$ cat config.mk
export PLATFORM = sky130hd
export DESIGN_NAME = wb_stage_flat
export DESIGN_NICKNAME = d
export VERILOG_FILES = /design/src/rtl/wb_stage_if.sv /design/src/rtl/wb_stage.sv /design/src/flat_wrapper.sv
export SDC_FILE = /design/constraint.sdc
export NUM_CORES = 1
export LEC_CHECK = 0
export CAP_MARGIN = 20
export CORE_ASPECT_RATIO = 2
export CORE_MARGIN = 8
export CORE_UTILIZATION = 45
export DETAILED_ROUTE_END_ITERATION = 8
export PLACE_DENSITY_LB_ADDON = 0.08
export SYNTH_ARGS = -nofsm -noshare
export SYNTH_HDL_FRONTEND = slang
export SYNTH_SLANG_ARGS = --single-unit
$ cat constraint.sdc
create_clock -name clk -period 3.3 [get_ports clk]
set_clock_uncertainty 0.1 [all_clocks]
set_input_delay 0.66 -clock clk [delete_from_list [all_inputs] [get_ports clk]]
set_output_delay 0.66 -clock clk [all_outputs]
set_load 0.02 [all_outputs]
$ cat src/rtl/wb_stage_if.sv
// Writeback stage bus: issue, ALU and load result ports, decode hazard query and regfile write port.
// The forward outputs exist only when WB_BYPASS_EN is defined.
interface wb_stage_if #(
    parameter int XLEN = 32
);
    logic            issue_valid;
    logic [4:0]      issue_rd;
    logic            alu_valid;
    logic [4:0]      alu_rd;
    logic [XLEN-1:0] alu_data;
    logic            mem_valid;
    logic            mem_ready;
    logic [4:0]      mem_rd;
    logic [XLEN-1:0] mem_data;
    logic [4:0]      rs1;
    logic [4:0]      rs2;
    logic            busy_rs1;
    logic            busy_rs2;
    logic            reg_write;
    logic [4:0]      write_register;
    logic [XLEN-1:0] write_data;
`ifdef WB_BYPASS_EN
    logic            fwd_rs1_valid;
    logic            fwd_rs2_valid;
    logic [XLEN-1:0] fwd_rs1_data;
    logic [XLEN-1:0] fwd_rs2_data;
`endif

    modport slave (
        input  issue_valid, issue_rd,
        input  alu_valid, alu_rd, alu_data,
        input  mem_valid, mem_rd, mem_data,
        output mem_ready,
        input  rs1, rs2,
        output busy_rs1, busy_rs2,
`ifdef WB_BYPASS_EN
        output fwd_rs1_valid, fwd_rs2_valid, fwd_rs1_data, fwd_rs2_data,
`endif
        output reg_write, write_register, write_data
    );

    modport master (
        output issue_valid, issue_rd,
        output alu_valid, alu_rd, alu_data,
        output mem_valid, mem_rd, mem_data,
        input  mem_ready,
        output rs1, rs2,
        input  busy_rs1, busy_rs2,
`ifdef WB_BYPASS_EN
        input  fwd_rs1_valid, fwd_rs2_valid, fwd_rs1_data, fwd_rs2_data,
`endif
        input  reg_write, write_register, write_data
    );
endinterface

$ cat src/rtl/wb_stage.sv
// Writeback stage: merges ALU and skid-buffered load results into one registered regfile write port,
// with a pending-register scoreboard for decode. Optional operand forwarding under WB_BYPASS_EN.
module wb_stage #(
    parameter int XLEN = 32
) (
    input logic   clk,
    input logic   rst_n,
    wb_stage_if.slave wb
);
    logic [4:0]      buf_rd   [2];
    logic [XLEN-1:0] buf_data [2];
    logic            wr_ptr;
    logic            rd_ptr;
    logic [1:0]      count;
    logic [31:0]     sb;

    logic            mem_accept;
    logic            push;
    logic            pop;
    logic            sel_valid;
    logic [4:0]      sel_rd;
    logic [XLEN-1:0] sel_data;
    logic [31:0]     sb_next;

    assign wb.mem_ready = (count < 2'd2);
    assign mem_accept   = wb.mem_valid && wb.mem_ready;

    // ALU always wins; a load competing with the ALU or queued behind older loads goes into the buffer.
    always_comb begin
        push      = 1'b0;
        pop       = 1'b0;
        sel_valid = 1'b0;
        sel_rd    = 5'd0;
        sel_data  = '0;
        if (wb.alu_valid) begin
            sel_valid = 1'b1;
            sel_rd    = wb.alu_rd;
            sel_data  = wb.alu_data;
            push      = mem_accept;
        end else if (count != 2'd0) begin
            sel_valid = 1'b1;
            sel_rd    = buf_rd[rd_ptr];
            sel_data  = buf_data[rd_ptr];
            pop       = 1'b1;
            push      = mem_accept;
        end else if (mem_accept) begin
            sel_valid = 1'b1;
            sel_rd    = wb.mem_rd;
            sel_data  = wb.mem_data;
        end
    end

    // A new issue overrides a completing write to the same register.
    always_comb begin
        sb_next = sb;
        if (sel_valid && sel_rd != 5'd0)
            sb_next[sel_rd] = 1'b0;
        if (wb.issue_valid && wb.issue_rd != 5'd0)
            sb_next[wb.issue_rd] = 1'b1;
        sb_next[0] = 1'b0;
    end

    always_ff @(posedge clk or negedge rst_n) begin
        if (!rst_n) begin
            for (int i = 0; i < 2; i++) begin
                buf_rd[i]   <= 5'd0;
                buf_data[i] <= '0;
            end
            wr_ptr            <= 1'b0;
            rd_ptr            <= 1'b0;
            count             <= 2'd0;
            sb                <= 32'd0;
            wb.reg_write      <= 1'b0;
            wb.write_register <= 5'd0;
            wb.write_data     <= '0;
        end else begin
            if (push) begin
                buf_rd[wr_ptr]   <= wb.mem_rd;
                buf_data[wr_ptr] <= wb.mem_data;
                wr_ptr           <= ~wr_ptr;
            end
            if (pop)
                rd_ptr <= ~rd_ptr;
            count        <= count + {1'b0, push} - {1'b0, pop};
            sb           <= sb_next;
            wb.reg_write <= sel_valid && (sel_rd != 5'd0);
            if (sel_valid) begin
                wb.write_register <= sel_rd;
                wb.write_data     <= sel_data;
            end
        end
    end

`ifdef WB_BYPASS_EN
    assign wb.fwd_rs1_valid = wb.reg_write && (wb.write_register == wb.rs1) && (wb.rs1 != 5'd0);
    assign wb.fwd_rs2_valid = wb.reg_write && (wb.write_register == wb.rs2) && (wb.rs2 != 5'd0);
    assign wb.fwd_rs1_data  = wb.write_data;
    assign wb.fwd_rs2_data  = wb.write_data;
    assign wb.busy_rs1      = (wb.rs1 != 5'd0) && sb[wb.rs1];
    assign wb.busy_rs2      = (wb.rs2 != 5'd0) && sb[wb.rs2];
`else
    // Without forwarding, the value being written this cycle is not yet readable from the regfile.
    assign wb.busy_rs1 = (wb.rs1 != 5'd0) &&
                         (sb[wb.rs1] || (wb.reg_write && wb.write_register == wb.rs1));
    assign wb.busy_rs2 = (wb.rs2 != 5'd0) &&
                         (sb[wb.rs2] || (wb.reg_write && wb.write_register == wb.rs2));
`endif
endmodule

$ cat src/flat_wrapper.sv
// flat-port wrapper written by rule: the top's interface ports become plain ports
module wb_stage_flat 
#(
    parameter int XLEN = 32
)
  (clk, rst_n, wb_issue_valid, wb_issue_rd, wb_alu_valid, wb_alu_rd, wb_alu_data, wb_mem_valid, wb_mem_rd, wb_mem_data, wb_mem_ready, wb_rs1, wb_rs2, wb_busy_rs1, wb_busy_rs2, wb_reg_write, wb_write_register, wb_write_data);
  wb_stage_if #(.XLEN(XLEN)) wb_i ();
  input logic clk;
  input logic rst_n;
  input wire logic [$bits(wb_i.issue_valid)-1:0] wb_issue_valid;
  input wire logic [$bits(wb_i.issue_rd)-1:0] wb_issue_rd;
  input wire logic [$bits(wb_i.alu_valid)-1:0] wb_alu_valid;
  input wire logic [$bits(wb_i.alu_rd)-1:0] wb_alu_rd;
  input wire logic [$bits(wb_i.alu_data)-1:0] wb_alu_data;
  input wire logic [$bits(wb_i.mem_valid)-1:0] wb_mem_valid;
  input wire logic [$bits(wb_i.mem_rd)-1:0] wb_mem_rd;
  input wire logic [$bits(wb_i.mem_data)-1:0] wb_mem_data;
  output wire logic [$bits(wb_i.mem_ready)-1:0] wb_mem_ready;
  input wire logic [$bits(wb_i.rs1)-1:0] wb_rs1;
  input wire logic [$bits(wb_i.rs2)-1:0] wb_rs2;
  output wire logic [$bits(wb_i.busy_rs1)-1:0] wb_busy_rs1;
  output wire logic [$bits(wb_i.busy_rs2)-1:0] wb_busy_rs2;
  output wire logic [$bits(wb_i.reg_write)-1:0] wb_reg_write;
  output wire logic [$bits(wb_i.write_register)-1:0] wb_write_register;
  output wire logic [$bits(wb_i.write_data)-1:0] wb_write_data;
  assign wb_i.issue_valid = wb_issue_valid;
  assign wb_i.issue_rd = wb_issue_rd;
  assign wb_i.alu_valid = wb_alu_valid;
  assign wb_i.alu_rd = wb_alu_rd;
  assign wb_i.alu_data = wb_alu_data;
  assign wb_i.mem_valid = wb_mem_valid;
  assign wb_i.mem_rd = wb_mem_rd;
  assign wb_i.mem_data = wb_mem_data;
  assign wb_mem_ready = wb_i.mem_ready;
  assign wb_i.rs1 = wb_rs1;
  assign wb_i.rs2 = wb_rs2;
  assign wb_busy_rs1 = wb_i.busy_rs1;
  assign wb_busy_rs2 = wb_i.busy_rs2;
  assign wb_reg_write = wb_i.reg_write;
  assign wb_write_register = wb_i.write_register;
  assign wb_write_data = wb_i.write_data;
  wb_stage #(.XLEN(XLEN)) u_core (.clk(clk), .rst_n(rst_n), .wb(wb_i));
endmodule
# ---- After elaboration in Yosys (flattened, before gate mapping)
# Index checks and enable logic that the tools add are counted.
dict set report word_totals {
  regBits 147
  in_bits 94
  output_inout_bits 41
  elab_cells 84
}
dict set report op_classes {
  n_addsub 2
  order_cmp 10
  eq_ne 2
  mux 35
  bitwise_logic 7
  reduce_logical 17
}
# op n
set ops {}
lappend ops {{$mux W32} 9}
lappend ops {{$bwmux W64} 1}
lappend ops {{$mux W5} 7}
lappend ops {{$and A32 B32 Y32} 1}
lappend ops {{$demux W32 S1} 1}
lappend ops {{$not A32 Y32} 1}
lappend ops {{$or A32 B32 Y32} 1}
lappend ops {{$lt A5 B6 Y1 const B} 4}
lappend ops {{$reduce_bool A5 Y1} 4}
lappend ops {{$mux W1} 11}
lappend ops {{$bmux W1 S5} 2}
lappend ops {{$bwmux W10} 1}
lappend ops {{$demux W1 S5} 2}
lappend ops {{$eq A5 B5 Y1} 2}
lappend ops {{$ge A5 B1 Y1 const B} 2}
lappend ops {{$logic_and A1 B1 Y1} 10}
lappend ops {{$demux W5 S1} 1}
lappend ops {{$ge A2 B2 Y1 const B} 2}
lappend ops {{$not A1 Y2} 2}
lappend ops {{$add A2 B1 Y2} 1}
lappend ops {{$logic_or A1 B1 Y1} 2}
lappend ops {{$lt A2 B1 Y1 const B} 1}
lappend ops {{$lt A2 B2 Y1 const B} 1}
lappend ops {{$not A1 Y1} 2}
lappend ops {{2 further kinds} 2}

# ---- Logic depth before layout (Yosys ltp)
# Gate-level depths: netlist of the first run.
dict set report depth {
  depth_word 15
  mapped_depth 9
  mapped_depth_nobuf 7
}

# ---- Worst setup path after synthesis of the first run
# No wires, ideal clock.
dict set report synth_timing {
  kind {input to output}
  start {in wb_rs1[0]}
  end {out wb_busy_rs1}
  arrival_time_ns 2.144
  required_time_ns 2.540
  setup_slack_ns 0.396
  path_stages 7
  path_buffers 2
  cell_sequence {buf_2 buf_6 mux4_2 o211ai_1 o31a_1 o2111ai_1 o22a_1}
}
dict set report synth_between {
  elab_chain_cells 4
  word_cells_on_any_way 7
  classes_between {eq/ne (1); mux (2); reduce/logical (4)}
}
# element line_no
set synth_rtl {}
lappend synth_rtl {{start, declared} flat_wrapper.sv:19} ;# input wire logic [$bits(wb_i.rs1)-1:0] wb_rs1;
lappend synth_rtl {{$bmux W1 S5 / $eq A5 B5 Y1 (equally long branches)} wb_stage.sv:104} ;# (sb[wb.rs1] || (wb.reg_write && wb.write_register == wb.rs1));
lappend synth_rtl {{$mux W1 (implied by the code) / $logic_and A1 B1 Y1 (equally long branches)} wb_stage.sv:104}
lappend synth_rtl {{$logic_or A1 B1 Y1} wb_stage.sv:104}
lappend synth_rtl {{$logic_and A1 B1 Y1 (*)} wb_stage.sv:103} ;# assign wb.busy_rs1 = (wb.rs1 != 5'd0) &&
lappend synth_rtl {{end, declared} flat_wrapper.sv:21} ;# output wire logic [$bits(wb_i.busy_rs1)-1:0] wb_busy_rs1;
# Mark *: on every way between the ends. The rest lies on a longest branch, timed or not. The select of a mux whose other input is x is not followed.

# ---- Final worst setup path of the first run
dict set report layout_timing {
  start {in wb_rs2[0]}
  end {out wb_busy_rs2}
}
dict set report layout_between {
  elab_chain_cells 4
  word_cells_on_any_way 7
  classes_between {eq/ne (1); mux (2); reduce/logical (4)}
}
# element line_no
set layout_rtl {}
lappend layout_rtl {{start, declared} flat_wrapper.sv:20} ;# input wire logic [$bits(wb_i.rs2)-1:0] wb_rs2;
lappend layout_rtl {{$bmux W1 S5 / $eq A5 B5 Y1 (equally long branches)} wb_stage.sv:106} ;# (sb[wb.rs2] || (wb.reg_write && wb.write_register == wb.rs2));
lappend layout_rtl {{$mux W1 (implied by the code) / $logic_and A1 B1 Y1 (equally long branches)} wb_stage.sv:106}
lappend layout_rtl {{$logic_or A1 B1 Y1} wb_stage.sv:106}
lappend layout_rtl {{$logic_and A1 B1 Y1 (*)} wb_stage.sv:105} ;# assign wb.busy_rs2 = (wb.rs2 != 5'd0) &&
lappend layout_rtl {{end, declared} flat_wrapper.sv:22} ;# output wire logic [$bits(wb_i.busy_rs2)-1:0] wb_busy_rs2;
# Marks and branches as above.

==> impl_metrics.json, run 1 <==
{
  "status": "finished, final reports clean",
  "leakage_nw": 4.230,
  "pwr_density_cell_mw_per_mm2": 884.0,
  "cp.arrival_ns": 2.44,
  "die_w_microns": 107.0,
  "die_area_sq_mm": 0.02117,
  "vias": 5868,
  "gp_congestion": 0.9757,
  "synth_edf_count": 0,
  "required_ns": 2.54,
  "fmax_ghz": 0.3127,
  "io_buffers": 134,
  "pwr-share-comb_pct": 39.5,
  "cts_buffer_depth": 2,
  "worst-path-buf-inv": 2,
  "drtIter0Drc": 318,
  "design.final.nets": 873,
  "post-route-period-util_pct": 96.91,
  "min_period_ns": 3.198,
  "numCtsBuffers": 17,
  "synthArstFlopShare_pct": 100.0,
  "cp-start-kind": "input pin",
  "routed_wl_mm": 22.32,
  "maxSlewViolCount": 0,
  "dieHeight_microns": 197.9,
  "startpoint": "wb_rs2[0]",
  "yosysTopAreaCell": "dfrtp_1",
  "hold_viol_final": 0,
  "relSlewSlack_pct": 28.95,
  "antenna_cells": 0,
  "power_switching_mw": 2.900,
  "finalPower_mw": 8.709,
  "io_pins": 135,
  "rsz0062_at_grt": "yes",
  "power.share.sequential_pct": 36.3,
  "syn_area_sq_mm": 0.007446,
  "hold_buffers": 0,
  "slowest_stage": "mux4_2",
  "max_stage_delay_ns": 0.51,
  "switching_share_pct": 33.30,
  "grt_max_degree": 85,
  "ant_nets": 0,
  "ys_warn_count": 0,
  "maxCapViolations": 0,
  "area_delta_synth_final_pct": 32.31,
  "grt_pass1_vias": 6512,
  "clkPwrFrac_pct": 24.2,
  "synth_top_cell_area_share_pct": 49.40,
  "initial_core_util_pct": 45.77,
  "clock_latency_ns": 0.41,
  "yosysUniqueCellTypes": 56,
  "dpl_worst_slack_ns": -0.7073,
  "synth_top_flop_cell": "dfrtp_1",
  "drc": 0,
  "core_region_area_sq_mm": 0.01627,
  "timing.rr.start": "u_core.count[1]",
  "syn_area_per_cell_sq_um": 11.89,
  "first_pass_iters": 8,
  "path_cells": "dlygate4sd2_1 -> mux4_2 -> mux2_2 -> a2111oi_2 -> a211oi_1 -> buf_2",
  "peakVddDrop_mv": 0.6274,
  "grt_pass1_wl_mm": 35.21,
  "synth-seq-cells": 147,
  "final_layout_size_suffix_gt1_share_pct": 27.22,
  "cts.sinks": 147,
  "row_count": 66,
  "setup_violations": 0,
  "cts_tree": "done",
  "layout_setup_ws_ns": 0.1021,
  "grt_util_all_layers_pct": 21.66,
  "critPathKind": "in -> out",
  "cts_max_level": 4,
  "internal_power_mw": 5.809,
  "holdCritPathClass": "in -> async",
  "antenna_found_initial": 0,
  "routed_via_density": 5.903,
  "crit_path_max_fanout": 3,
  "synth_area_leaders": "dfrtp_1 49%, mux2_2 16%, a222oi_1 3.6%",
  "tightest_slew_ns": 1.066,
  "grt_overflow": 0,
  "route.detailed.wl_per_inst_microns": 22.45,
  "path_clk_slew_ns": 0.06,
  "synth_nets": 722,
  "nFillCells": 1402,
  "final_cell_mix": "146 x dfrtp_1, 127 x clkdlybuf4s50_1, 106 x mux2_2, 39 x nand2_1, 37 x buf_4",
  "layout_commonest_cell": "dfrtp_1",
  "post-dp-hpwl_mm": 16.68,
  "seq_area_frac_synth_pct": 49.40,
  "end_kind": "output pin",
  "cts_root_buffer": "clkbuf_16",
  "synth_cells": 626,
  "path_delay_family": "multiplexers"
}
[repair_timing]
action,in CTS,in global routing
resized for setup,17,2
endpoints found under the hold margin,0,0
setup buffers,1,0
pin swaps,1,2
endpoints found under the setup margin,2,2
[final timing paths]
kind,to,slack (ns),cells after the start
setup / recovery,wb_busy_rs2,0.10,6
hold / removal,u_core.wb.write_register[0],0.20,1
setup reg to reg,u_core.sb[7],0.75,5
hold reg to reg,u_core.buf_data[3],0.40,1
max in group asynchronous,u_core.buf_data[12],2.13,2
min in group clk,u_core.buf_data[3],0.40,1
[metal layers]
layer  global-route usage, %  routed length (microns)  up-vias
li1                        -                        -     2665
met1                   20.77                     7562     2971
met2                   40.89                    12690      184
met3                   5.145                     1057       48
met4                   11.60                     1007        0
met5                       0                        0        -
[flip-flops by register name, summed over array words and instances (netlist names)]
name,flops
u_core.wb.write_data,32
u_core.buf_data,64
u_core.wr_ptr,1
u_core.count,2
u_core.buf_rd,10
u_core.wb.write_register,5
u_core.sb,31
u_core.wb.reg_write,1
u_core.rd_ptr,1
[logic make-up after synthesis]
kind of cell | Yosys count | synth area share [%]
xor+xnor | 13 | 1.529
mux | 130 | 21.34
compound gates | 135 | 14.59
flops | 147 | 49.40
fa+ha+maj | 2 | 0.3360
buf+inv | 77 | 4.571
simple gates | 122 | 8.234
[Yosys cell counts (4+ instances only)]
cell type,n
nand3_1,7
mux4_2,12
mux2i_1,11
nor2_1,36
buf_2,14
nor2b_1,5
o21ai_0,5
mux2_2,106
a222oi_1,27
and3_1,4
a221oi_1,7
nand2_1,40
nand3b_1,5
dfrtp_1,147
a21oi_1,29
clkbuf_1,22
xor2_1,9
o22ai_1,9
o221ai_1,20
o21ai_1,6
nor3b_2,4
inv_1,34
xnor2_1,4
o41ai_2,4
[cell type report]
type | instances | area (sq um) | area share [%]
tap | 204 | 255.2 | 2.591
timing repair buffer | 175 | 1677 | 17.02
multi-input combinational | 402 | 3468 | 35.20
inverter | 34 | 127.6 | 1.295
clock buffer | 23 | 467.9 | 4.750
clock inverter | 9 | 176.4 | 1.791
sequential | 147 | 3680 | 37.35
[per-stage QoR]
stage                     std cells  hold WS, ns  area, sq um  utilization [%]  setup TNS [ns]
final                           994       0.2025         9852            60.56               0
after global routing            994       0.2566         9852            60.56        -0.02597
after CTS                       994       0.2326         9846            60.52               0
after detailed placement        961       0.3873         9179            56.42          -1.260
after global placement          961       0.3809         9179            56.42          -1.060
after floorplan                 626       0.2644         7446                -               0
[power groups by stage]
stage,Clock (mW),Combinational [mW],Sequential [mW]
detailed placement,0,3.46,3.19
global route,2.22,3.71,3.25
finish,2.11,3.44,3.16
floorplan,0,2.05,3.24
CTS,2.15,3.48,3.16
global placement,0,3.39,3.14
Power figures use the tool's default switching activity.
==> run 2: changes to the inputs <==
Settings changed: CORE_UTILIZATION 45 to 40, CTS_BUF_LIST from default to sky130_fd_sc_hd__clkbuf_8.
==> impl_metrics.json, run 2 (same netlist as run 1, synthesis figures left out) <==
{
  "status": "finished, final reports clean",
  "grt_overflow": 0,
  "critPathKind": "in -> out",
  "cp.arrival_ns": 2.39,
  "dpl_worst_slack_ns": -0.5770,
  "initial_core_util_pct": 40.68,
  "cts_root_buffer": "clkbuf_8",
  "gp_congestion": 0.9446,
  "routed.top_layer": "met4",
  "antenna_cells": 0,
  "design.final.nets": 869,
  "ant_nets": 0,
  "drt-met1-wl_mm": 7.902,
  "pwr_density_cell_mw_per_mm2": 848.7,
  "timing.rr.start": "u_core.count[1]",
  "clock_latency_ns": 0.44,
  "grt_max_degree": 62,
  "hold_buffers": 0,
  "drc": 0,
  "cp-start-kind": "input pin",
  "die_area_sq_mm": 0.02350,
  "startpoint": "wb_rs1[0]",
  "cts_buffer_depth": 2,
  "worst-path-buf-inv": 3,
  "tightest_slew_ns": 0.7702,
  "grt_pass1_vias": 6360,
  "path_delay_family": "buffers and inverters",
  "final_cell_mix": "146 x dfrtp_1, 126 x clkdlybuf4s50_1, 106 x mux2_2, 39 x nand2_1, 36 x inv_1",
  "vias": 5821,
  "antenna_found_initial": 0,
  "row_count": 70,
  "drtIter0Drc": 332,
  "post-dp-hpwl_mm": 16.70,
  "largest_reg_flops": 64,
  "dr_wl_met2_mm": 12.63,
  "relSlewSlack_pct": 48.66,
  "fmax_ghz": 0.3171,
  "wl_met3_mm": 1.028,
  "post-route-period-util_pct": 95.56,
  "grt_pass1_wl_mm": 35.56,
  "path_clk_slew_ns": 0.07,
  "setup_violations": 0,
  "grt_util_all_layers_pct": 19.77,
  "final_layout_size_suffix_gt1_share_pct": 26.84,
  "max_stage_delay_ns": 0.50,
  "utilization_pct": 52.84,
  "crit_path_max_fanout": 6,
  "hold-worst-slack_ns": 0.08193,
  "core_region_area_sq_mm": 0.01831,
  "maxCapViolations": 0,
  "cts.sinks": 147,
  "rsz0062_at_grt": "no",
  "regMostFlops": "u_core.buf_data",
  "maxSlewViolCount": 0,
  "dp_cells": 968,
  "routed_wl_mm": 22.60,
  "path_cells": "dlygate4sd2_1 -> buf_6 -> mux4_2 -> nor2b_1 -> or4_1 -> o2111ai_1 -> o22a_1 -> buf_6",
  "route.detailed.wl_per_inst_microns": 22.56,
  "finalNonFillerCells": 1002,
  "hold_viol_final": 0,
  "io_buffers": 134,
  "die_w_microns": 112.5,
  "layout_setup_ws_ns": 0.1464,
  "first_pass_iters": 8,
  "numCtsBuffers": 17,
  "slowest_stage": "mux4_2",
  "top_regs": "u_core.buf_data: 64 flops, u_core.wb.write_data: 32 flops, u_core.sb: 31 flops",
  "routed_via_density": 5.809,
  "cts_tree": "done",
  "leakage_nw": 4.158,
  "io_pins": 135,
  "end_kind": "output pin",
  "cts_max_level": 4,
  "crit_top_cell": "buf_6",
  "holdCritPathClass": "in -> async",
  "area_delta_synth_final_pct": 29.91,
  "layout_commonest_cell": "dfrtp_1",
  "dieHeight_microns": 209.0,
  "required_ns": 2.54,
  "min_period_ns": 3.154,
  "peakVddDrop_mv": 0.5254
}
-- run 2: cell count changes in the layout (fill, tap and decap cells not counted), moves of 2 or more --
cell | before | now
clkinv_2 | 2 | 4
buf_4 | 37 | 30
buf_6 | 2 | 5
clkbuf_1 | 4 | 0
clkbuf_8 | 2 | 20
clkbuf_16 | 17 | 0
inv_1 | 34 | 36
-- run 2: final timing paths --
kind                                          endpoint  slack [ns]  cells after the start
setup / recovery                           wb_busy_rs1        0.15                      8
hold / removal             u_core.wb.write_register[4]        0.08                      1
setup reg to reg                          u_core.sb[5]        0.70                      5
hold reg to reg                    u_core.buf_data[12]        0.40                      1
max in group asynchronous             u_core.buf_rd[7]        2.34                      2
min in group clk                   u_core.buf_data[12]        0.40                      1
-- run 2: cell type report --
class | instances | area (sq um)
sequential | 147 | 3680
fill | 1587 | 8632
clock inverter | 12 | 185.2
timing repair buffer | 171 | 1675
multi-input combinational | 402 | 3460
tap | 216 | 270.3
clock buffer | 20 | 275.3
inverter | 34 | 127.6
-- run 2: metrics by stage --
| step | total power [mW] | area (sq um) | TNS [ns] |
|---|---|---|---|
| after floorplan | 5.299 | 7446 | 0 |
| after global placement | 6.529 | 9169 | -1.080 |
| after detailed placement | 6.645 | 9169 | -1.148 |
| after CTS | 8.302 | 9656 | 0 |
| after global routing | 8.693 | 9673 | 0 |
| final | 8.210 | 9673 | 0 |
-- run 2: worst reg2reg max path, stage by stage, from the launching register on --
cell and delay, ns:
dfrtp_1 0.46, nor2_1 0.48, nor2_1 0.19, o31a_1 0.45
nor3b_2 0.56, o221ai_1 0.22
-- run 2: timing repair --
item | 4_1_cts | 5_1_grt
resized for setup | 18 | 4
setup buffers | 0 | 2
endpoints found under the setup margin | 2 | 2
pin swaps | 2 | 3
-- run 2: report_power, final --
group	internal, mW	leakage, nW	switching (mW)
registers	2.61	1.69	0.558
clock network	0.950	0.241	0.670
logic	1.81	2.23	1.61
total	5.37	4.16	2.84
-- run 2: layer usage --
layer	track usage [%]	vias to the layer above
li1	-	2642
met1	18.78	2957
met2	37.33	180
met3	4.622	42
met4	11.67	0
met5	0	-
